### src/rtl/test_pattern_gen_pkg.sv
// Shared video constants for the test pattern generator: pattern mode
// encodings, colour-bar/checkerboard geometry and the bounce direction type.
package test_pattern_gen_pkg;

  localparam int MODE_W    = 3;
  localparam int BAR_COUNT = 8;
  localparam int CHECK_BIT = 5;

  localparam logic [MODE_W-1:0] MODE_GRAD   = 3'd0;
  localparam logic [MODE_W-1:0] MODE_SOLID  = 3'd1;
  localparam logic [MODE_W-1:0] MODE_BARS   = 3'd2;
  localparam logic [MODE_W-1:0] MODE_CHECK  = 3'd3;
  localparam logic [MODE_W-1:0] MODE_BOUNCE = 3'd4;

  typedef enum logic {
    DIR_UP   = 1'b0,
    DIR_DOWN = 1'b1
  } bounce_dir_e;

endpackage

### src/rtl/test_pattern_gen_pattern_color.sv
// Combinational colour lookup: maps pixel position, frame count and bounce
// level to an {r,g,b} word for the selected pattern mode.
module pattern_color
  import test_pattern_gen_pkg::*;
#(
  parameter int H_ACTIVE = 640,
  parameter int CW       = 6,
  parameter int FW       = 8,
  parameter int XW       = 10,
  parameter int YW       = 9
) (
  input  logic [XW-1:0]     i_x,
  input  logic [YW-1:0]     i_y,
  input  logic [FW-1:0]     i_frame,
  input  logic [CW-1:0]     i_lvl,
  input  logic [MODE_W-1:0] i_mode,
  output logic [3*CW-1:0]   o_rgb
);

  localparam int AW = CW + 2;
  localparam logic [CW-1:0] ONES = '1;
  localparam logic [CW-1:0] ZERO = '0;

  logic [CW-1:0] grad_r, grad_g, grad_b;
  logic [2:0]    bar;
  logic          chk;

  always_comb begin
    // Gradient channels are formed two bits wider, then wrapped to CW bits.
    grad_r = CW'(AW'(ONES) - AW'(i_frame));
    grad_g = CW'(AW'(i_y) + (AW'(i_frame) << 1));
    grad_b = CW'(AW'(i_frame));
    bar    = 3'((32'(i_x) * BAR_COUNT) / H_ACTIVE);
    chk    = |((32'(i_x) ^ 32'(i_y)) & (32'd1 << CHECK_BIT));

    o_rgb = '0;
    case (i_mode)
      MODE_GRAD:   o_rgb = {grad_r, grad_g, grad_b};
      MODE_SOLID:  o_rgb = {ONES, ONES, ONES};
      MODE_BARS:   o_rgb = {bar[2] ? ONES : ZERO, bar[1] ? ONES : ZERO, bar[0] ? ONES : ZERO};
      MODE_CHECK:  o_rgb = chk ? {ONES, ONES, ONES} : '0;
      MODE_BOUNCE: o_rgb = {i_lvl, i_lvl, i_lvl};
      default:     o_rgb = '0;
    endcase
  end

endmodule

### config.mk
export PLATFORM = sky130hd
export DESIGN_NAME = pattern_color
export DESIGN_NICKNAME = d
export VERILOG_FILES = /design/src/rtl/test_pattern_gen_pkg.sv /design/src/rtl/test_pattern_gen_pattern_color.sv
export SDC_FILE = /design/constraint.sdc
export NUM_CORES = 1
export LEC_CHECK = 0
export CAP_MARGIN = 20
export CORE_MARGIN = 2
export CORE_UTILIZATION = 42
export DETAILED_ROUTE_END_ITERATION = 8
export PLACE_DENSITY = 0.86
export SLEW_MARGIN = 5
export SYNTH_ARGS = -nofsm -noshare
export SYNTH_HDL_FRONTEND = slang
export SYNTH_SLANG_ARGS = --single-unit
### constraint.sdc
create_clock -name vclk -period 2.8
set_input_delay 0.28 -clock vclk [all_inputs]
set_output_delay 0.28 -clock vclk [all_outputs]
set_load 0.02 [all_outputs]
==> impl_results.md, run 1 <==
- Worst-margin pin slew: 362.5 ps
- FFs & Latches: 0
- Post-route ant nets: 0
- Final Hold Fails: 0
- Power Total: 367.5 uW
- Vias per inst: 5.914
- Final Critical Period: 2744 ps
- WP depth: 12
- P_leak: between 0.0009 and 0.001 uW
- Reg area: 0 um^2
- Final setup TNS: 0 ps
- # clk buffers: 0
- Worst-path cell chain: dlygate4sd2_1 -> or2_4 -> ha_4 -> nor2b_4 -> buf_4 -> and3_1 -> o22a_1 -> a211o_1 -> o221ai_4 -> buf_12 -> nand3_2 -> buf_6
- Synth top area cells: a211o_1 7.0%, nor2_1 6.4%, ha_1 6.3%, a21oi_1 6.0%, a21o_1 6.0%
- Routed WL: approximately 3600 um
- Initial drt markers: 25
- Yosys top cell by area: a211o_1
- Total GRT Usage: a little over a quarter
- RSZ-0062 raised after global routing: yes
- Syn nets: between 150 and 200
- Final Wtd Congestion: between 1 and 1.5
- Final count of pins violating max slew: 0
- First-pass GRT wire length: roughly 5800 um
- CP max stage cell: ha_4
- Initial antenna violation count: 0
- IO buf count: between 40 and 50
- Peak VDD IR: 176.6 uV
- Synthesized instance count: 144
- Hold depth: 3
- Drt first pass iters: 4
- Post-Syn Area: 994.7 um^2
- Tightest Hold Check Type: input pin to output port
- Final #Nets: 248
- WL per Instance: roughly 16 um
- Max frequency: 364.4 MHz
- Final period util: 98.02%
- Pwr/cell area: 218.9 nW/um^2
- Non-filler cells, final: ~230
- Largest stage delay, worst path: ~280 ps
- Initial Util: 44.54%
- CP Buf/Inv Count: 4
- Die Wd: 52.67 um
- GRT overflow: 0
- Area grow syn2layout: 68.80%
- Status: finished, final reports clean
- Ant diodes: 0
- Kind of cell adding the most delay to the critical path: buffers and inverters
- Ports: 54
- Die Footprint: 2774 um^2
- Slew Limit Headroom: 75.83%
- HPWL Detailed: 2646 um
- Placed Cells: 229
- Post-Syn Area per Cell: a little under 7 um^2
- Most common cell in the netlist: nor2_1
- Post-synth top cells: 17 x nor2_1, 13 x nand2_1, 12 x a21oi_1
- Fillers: roughly 170
- DR vias: 1372
- Pin count of the biggest net entering global routing: 22
- Post-synthesis sequential area ratio: 0%
- Number of global-route vias before repair: between 1000 and 1500
- Proportion of layout cells with a drive suffix above 1: between 20% and 30%
- Yosys warning total: 0
- Crit Path Max Fanout: 7
- Startpoint types: input pin
- Distinct cells, synth: 51
- WP data arrival: 2460 ps
- DRC Markers: 0
- Synth top area share: 7.044%
- # setup viols final: 0
- Crit. End Element: output port
- Crit Path Class: input pin to output port
- Max Cap Viol: 0
- Row cnt: 17
- Core Area: approximately 2200 um^2
- Required @ worst endpoint: around 2500 ps
- Die Height: 52.67 um
[path summary, 6_finish.rpt]
check,slack [ps],startpoint,end
max,60,i_x[7],o_rgb[1]
min,1290,i_y[0],o_rgb[6]
[kinds of logic (layout without fill, tap and decap cells)]
kind of cell,count (synthesis),in the layout,synth area share (%)
adders and majority gates,6,6,8.302
and+or+nand+nor,66,66,38.36
buffers and inverters,14,74,7.925
xor gates and xnor gates,5,5,4.403
AOI/OAI and AO/OA,53,53,41.01
[power breakdown]
| group | switching (uW) | leakage, uW | total (uW) | internal (uW) |
|---|---|---|---|---|
| Combinational | 183 | 0.000910 | 368 | 185 |
| Sequential | 0 | 0 | 0 | 0 |
| Clock | 0 | 0 | 0 | 0 |
| Total | 183 | 0.000910 | 368 | 185 |
[final cells by class]
type	instances	area [um^2]	share of cell area [%]
inverter	2	7.507	0.4471
multi-input combinational	130	980.9	58.42
tap	28	35.03	2.086
timing repair buffer	72	655.6	39.05
[through the flow]
| stage | area, um^2 | setup WS, ps | hold slack (ps) | util (%) |
|---|---|---|---|---|
| floorplan | 994.7 | 203.2 | 757.6 | - |
| global placement | 1589 | -562.4 | 1712 | 71.15 |
| detailed placement | 1589 | -619.8 | 1732 | 71.15 |
| CTS | 1652 | 12.89 | 1320 | 73.95 |
| global route | 1679 | -13.66 | 1310 | 75.18 |
| finish | 1679 | 55.51 | 1285 | 75.18 |
[repair_timing]
item / 4_1_cts / 5_1_grt
pin swaps: 11 / 4
hold buffers: 0 / 0
endpoints found under the setup margin: 18 / 17
resized for setup: 69 / 11
buffers inserted: 0 / 3
[tightest hold or removal path, delay by kind of cell]
family / cells / cell delay [ps]
AO/OA/AOI/OAI: 1 / 110
buffers and inverters: 2 / 620
[layer usage]
layer / vias to the layer above / GRT usage (%) / share of wire, %
met2: 69 / 49.79 / 52
met1: 637 / 30.69 / 38
met5: - / 0 / 0
li1: 654 / - / -
met4: 0 / 11.11 / 3.0
met3: 12 / 3.429 / 6.5
[placed cells by master (no fill, tap or decap), types with 3 or more instances in the layout]
master / count
buf_4: 26
clkdlybuf4s50_1: 25
nor2_1: 16
nand2_1: 13
a21oi_1: 11
a21o_1: 8
a211o_1: 8
nand2b_1: 7
nand3_2: 6
buf_6: 6
buf_2: 6
dlymetal6s2s_1: 6
o21ai_0: 4
a31oi_1: 4
ha_1: 4
xnor2_1: 3
nor3_1: 3
(Power assumes the default switching activity.)
==> inputs of run 2 (changes only) <==
==> constraint.sdc (replaced) <==
create_clock -name vclk -period 2.8
set_input_delay 0.7 -clock vclk [all_inputs]
set_output_delay 0.7 -clock vclk [all_outputs]
set_load 0.02 [all_outputs]
==> run 2 against run 1 <==
Effect of this change: the run now ends with setup timing left; combinational power increased by 24%; via count is 22% higher; setup slack got worse by 770 ps; final cell count is 4.3% higher; die area unchanged; cell area grew 16%; sequential share of layout area stayed put; count of clock-buffer cells in the layout stayed put; global-route usage grew 7.7 points; worst hold slack better by 740 ps; sequential cell count unchanged; critical path type unchanged; critical endpoint is now o_rgb[4]; highest routed layer unchanged.
==> impl_results.md, run 2 (synthesis gave the netlist of run 1 again) <==
- DR vias: 1676
- Slew Limit Headroom: 74.26%
- GRT overflow: 0
- Total GRT Usage: 34.73%
- WP data arrival: 2810 ps
- Power Total: approximately 460 uW
- Failing checks: setup timing
- Final worst slack: -709.8 ps
- Initial antenna violation count: 0
- Commonest non-fill, non-tap cells in the layout: 28 x buf_4, 20 x clkdlybuf4s50_1, 16 x buf_6, 14 x nor2_1, 10 x a21oi_1
- RSZ-0062 raised after global routing: yes
- Initial Util: roughly 45%
- Largest stage delay, worst path: between 300 and 400 ps
- Tightest Hold Check Type: input pin to output port
- Vias per inst: 6.926
- Reg area: 0 um^2
- Max Cap Viol: 0
- Initial drt markers: 96
- # clk buffers: 0
- WL per Instance: between 20 and 25 um
- Final count of pins violating max slew: 0
- Max frequency: ~280 MHz
- Ant diodes: 0
- Cts hold-fix bufs: 0
- Required @ worst endpoint: 2100 ps
- CP dominant cell by count: buf_6
- Pwr/cell area: 234.5 nW/um^2
- Worst-path cell chain: buf_6 -> or2_4 -> ha_4 -> nor2b_4 -> buf_6 -> a21oi_1 -> o21ai_1 -> a311oi_2 -> o31ai_4 -> buf_12 -> nand3_4 -> buf_6
- # setup viols final: 18
- Crit Path Max Fanout: 6
- Most common cell after layout, fill and taps aside: buf_4
- Worst hold margin: 2023 ps
- Core Area: roughly 2200 um^2
- Die Height: roughly 53 um
- Area grow syn2layout: 95.47%
- Seq pwr share: 0%
- Final Wtd Congestion: roughly 0.85
- First-pass GRT wire length: 7127 um
- Final #Nets: roughly 260
- Internal power: ~220 uW
- Routed WL: 5905 um
- IO buf count: 45
- Peak VDD IR: 197.1 uV
- Final Critical Period: about 3500 ps
- Drt first pass iters: 5
- Crit. End Element: output port
- Fin util: 87.06%
- Status: finished, violations left
- Clk network pwr share: 0%
- Post-route ant nets: 0
- DRC Markers: 0
- Startpoint types: input pin
- Pin count of the biggest net entering global routing: 22
- Switching Share: 52.58%
- Comb pwr share: 100.0%
- Ports: 54
- Number of global-route vias before repair: 1536
- Final Hold Fails: 0
- Proportion of layout cells with a drive suffix above 1: 46.73%
- CP max stage cell: o31ai_4
- Final period util: 125.4%
- Die Wd: 52.67 um
- Die Footprint: 2774 um^2
- Crit Path Class: input pin to output port
- FFs & Latches: 0
- Row cnt: 17
- Worst-margin pin slew: 382.8 ps
- P_leak: 0.0009507 uW
- HPWL Detailed: 3008 um
- Net load switching power: 239.7 uW
## run 2: changes by cell type in the layout (fill, tap and decap cells not counted), moves of 3 or more
cell,delta
nand3_2,-4
o21ai_1,+3
dlymetal6s2s_1,-5
o21ai_0,-3
buf_6,+10
nand2_1,-7
nand2_2,+7
clkdlybuf4s50_1,-5
nand3_4,+4
## run 2: layout make-up
class / count / area (um^2)
Fill cell: 110 / 289.0
Timing Repair Buffer: 81 / 743.2
Tap cell: 28 / 35.03
Inverter: 2 / 7.507
Multi-Input combinational cell: 131 / 1159
## run 2: worst paths after layout
kind                   start       end  slack (ps)  cells after the start
worst max-delay path  i_x[8]  o_rgb[4]        -710                     12
worst min-delay path  i_y[1]  o_rgb[7]        2020                      4
## run 2: routing by layer
metal  track usage [%]  vias to the layer above  share of wire, %
met5                 0                        -                 0
met4             17.09                        0               9.9
met3             5.429                       65               9.9
met2             63.13                      174                47
met1             38.47                      760                33
li1                  -                      677                 -
## run 2: critical path: cells and delay by family
kind	cells	cell delay (ps)
buffers and inverters	4	560
AOI/OAI and AO/OA	4	710
and+or+nand+nor	3	570
adders and majority gates	1	260
## run 2: power by group through the flow
stage	combinational, uW	clock, uW	sequential, uW
after floorplan	206	0	0
after global placement	361	0	0
after detailed placement	372	0	0
after CTS	389	0	0
after global routing	470	0	0
final	456	0	0
## run 2: what timing repair did
item,4_1_cts,5_1_grt
resized for setup,99,41
gates cloned,1,0
setup endpoints to repair,18,18
buffers inserted,8,2
pin swaps,22,13
## run 2: stage by stage
step | worst slack (ps) | TNS (ps) | std cells | area [um^2]
after floorplan | -473.2 | -5392 | 144 | 1072
after global placement | -1426 | -22290 | 232 | 1695
after detailed placement | -1503 | -23820 | 232 | 1695
after CTS | -574.8 | -8240 | 241 | 1842
after global routing | -746.4 | -8714 | 242 | 1944
final | -709.8 | -7982 | 242 | 1944
==> inputs of run 3 (changes only) <==
--- a/config.mk
+++ b/config.mk
@@ -10,6 +10,7 @@
 export CORE_UTILIZATION = 42
 export DETAILED_ROUTE_END_ITERATION = 8
 export PLACE_DENSITY = 0.86
+export SKIP_LAST_GASP = 1
 export SLEW_MARGIN = 5
 export SYNTH_ARGS = -nofsm -noshare
 export SYNTH_HDL_FRONTEND = slang
==> run 3 against run 2 <==
Effect of this change: the run still ends with setup timing left; cell area down 0.58%; combinational power is 3% lower; sequential cell count unchanged; via count shrank 4.9%; largest cell class unchanged; sequential share of layout area did not move; count of clock-buffer cells in the layout unchanged; total power down 2.9%; wire length is 11% lower; first-iteration DRC count fell by 11%; highest routed layer unchanged; global-route usage did not move; die area unchanged.
==> impl_results.md, run 3 (synthesis gave the netlist of run 1 again) <==
- Status: finished, violations left
- Die Footprint: between 2000 and 3000 um^2
- Final count of pins violating max slew: 0
- Clk network pwr share: 0%
- Reg area: 0 um^2
- RSZ-0062 raised after global routing: yes
- Comb pwr share: 100.0%
- Worst-margin pin slew: roughly 420 ps
- Die Height: 52.67 um
- Hold depth: 4
- Post-DP Area: 1695 um^2
- Final Wtd Congestion: 0.8516
- Final setup TNS: -8136 ps
- Largest stage delay, worst path: 310 ps
- Worst-path cell chain: buf_6 -> or2_4 -> ha_4 -> nor2b_4 -> buf_6 -> a21oi_1 -> o21ai_1 -> a311oi_2 -> o31ai_4 -> buf_12 -> nand3_4 -> buf_6
- Initial Util: 44.54%
- Most common cell after layout, fill and taps aside: buf_4
- Power Total: 442.6 uW
- IO buf count: 45
- First-pass GRT wire length: 7127 um
- Max Cap Viol: 0
- Routed WL: 5263 um
- CP max stage cell: o31ai_4
- Internal power: 212.1 uW
- Max frequency: 281.8 MHz
- WP data arrival: ~2900 ps
- # clk buffers: 0
- Final Hold Fails: 0
- Fillers: 119
- Tightest Hold Check Type: input pin to output port
- Final worst slack: -749.2 ps
- Startpoint types: input pin
- Dpl ws: -1503 ps
- FFs & Latches: 0
- Failing checks: setup timing
- Final #Nets: roughly 260
- Cts hold-fix bufs: 0
- CP Buf/Inv Count: 4
- Vias per inst: 6.587
- Required @ worst endpoint: about 2100 ps
- DR vias: 1594
- Multi-input gate area: about 1200 um^2
- Core Area: about 2200 um^2
- Net load switching power: 230.4 uW
- Ant diodes: 0
- CP dominant cell by count: buf_6
- WL per Instance: about 22 um
- Ports: 54
- Kind of cell adding the most delay to the critical path: compound AO/OA/AOI/OAI gates
- Worst hold margin: 2028 ps
- Crit Path Class: input pin to output port
- HP Start: i_y[1]
- Initial antenna violation count: 0
- Pin count of the biggest net entering global routing: 22
- Pwr/cell area: ~230 nW/um^2
- Switching Share: 52.06%
- Crit Path Max Fanout: 6
- Final Cell Area: 1933 um^2
- HPWL Detailed: 3008 um
- Seq pwr share: 0%
- Proportion of layout cells with a drive suffix above 1: a little under half
- P_leak: between 0.0009 and 0.001 uW
- Commonest non-fill, non-tap cells in the layout: 31 x buf_4, 20 x clkdlybuf4s50_1, 14 x nor2_1, 13 x buf_6, 10 x a21oi_1
- Row cnt: 17
- Peak VDD IR: 169.2 uV
- Die Wd: 52.67 um
- Final Critical Period: 3549 ps
- Hold Path Sink: o_rgb[7]
- Post-route ant nets: 0
- Number of global-route vias before repair: 1536
- Slew Limit Headroom: 71.94%
- Crit. End Element: output port
- # setup viols final: 18
- GRT overflow: 0
- Initial drt markers: 85
- Drt first pass iters: 4
- Total GRT Usage: 34.73%
- Final period util: 126.8%
- DRC Markers: 0
- Area grow syn2layout: 94.34%
## run 3: worst max path at each step
stage | startpoint | to | slack (ps) | depth (start not counted)
after floorplan | i_x[8] | o_rgb[0] | -470 | 10
after global placement | i_x[8] | o_rgb[4] | -1430 | 10
after detailed placement | i_x[8] | o_rgb[0] | -1500 | 10
after CTS | i_x[7] | o_rgb[4] | -570 | 10
after global routing | i_x[8] | o_rgb[5] | -770 | 12
final | i_x[8] | o_rgb[4] | -750 | 12
## run 3: what timing repair did
item                       in CTS  in global routing
gates cloned                    1                  0
buffers inserted                8                  2
pin swaps                      22                 13
setup endpoints to repair      18                 18
resized for setup              99                 38
## run 3: layout make-up
class	instances	share of cell area [%]
inverters	2	0.3884
multi-input cells	131	59.94
well taps	28	1.812
repair buffers	81	37.86
## run 3: power by group through the flow
stage	clock network (uW)	logic [uW]	registers [uW]
after floorplan	0	206	0
after CTS	0	389	0
after detailed placement	0	372	0
after global placement	0	361	0
final	0	443	0
after global routing	0	460	0
## run 3: metal layers
layer | wire length (um) | up-vias | global-route usage, %
met1 | 1795 | 751 | 38.47
met4 | 327 | 0 | 17.09
li1 | - | 679 | -
met5 | 0 | - | 0
met3 | 515 | 44 | 5.429
met2 | 2625 | 120 | 63.13
## run 3: tightest hold or removal path: cells and delay by family
family                     cells  cell delay (ps)
AOI/OAI and AO/OA              1              100
adders and majority gates      1              130
buffers and inverters          2              380
## run 3: per-stage QoR
step / cells / utilization, %
4_1_cts: 241 / 82.47
2_1_floorplan: 144 / -
3_3_place_gp: 232 / 75.91
3_5_place_dp: 232 / 75.91
5_1_grt: 242 / 86.55
6_report: 242 / 86.55
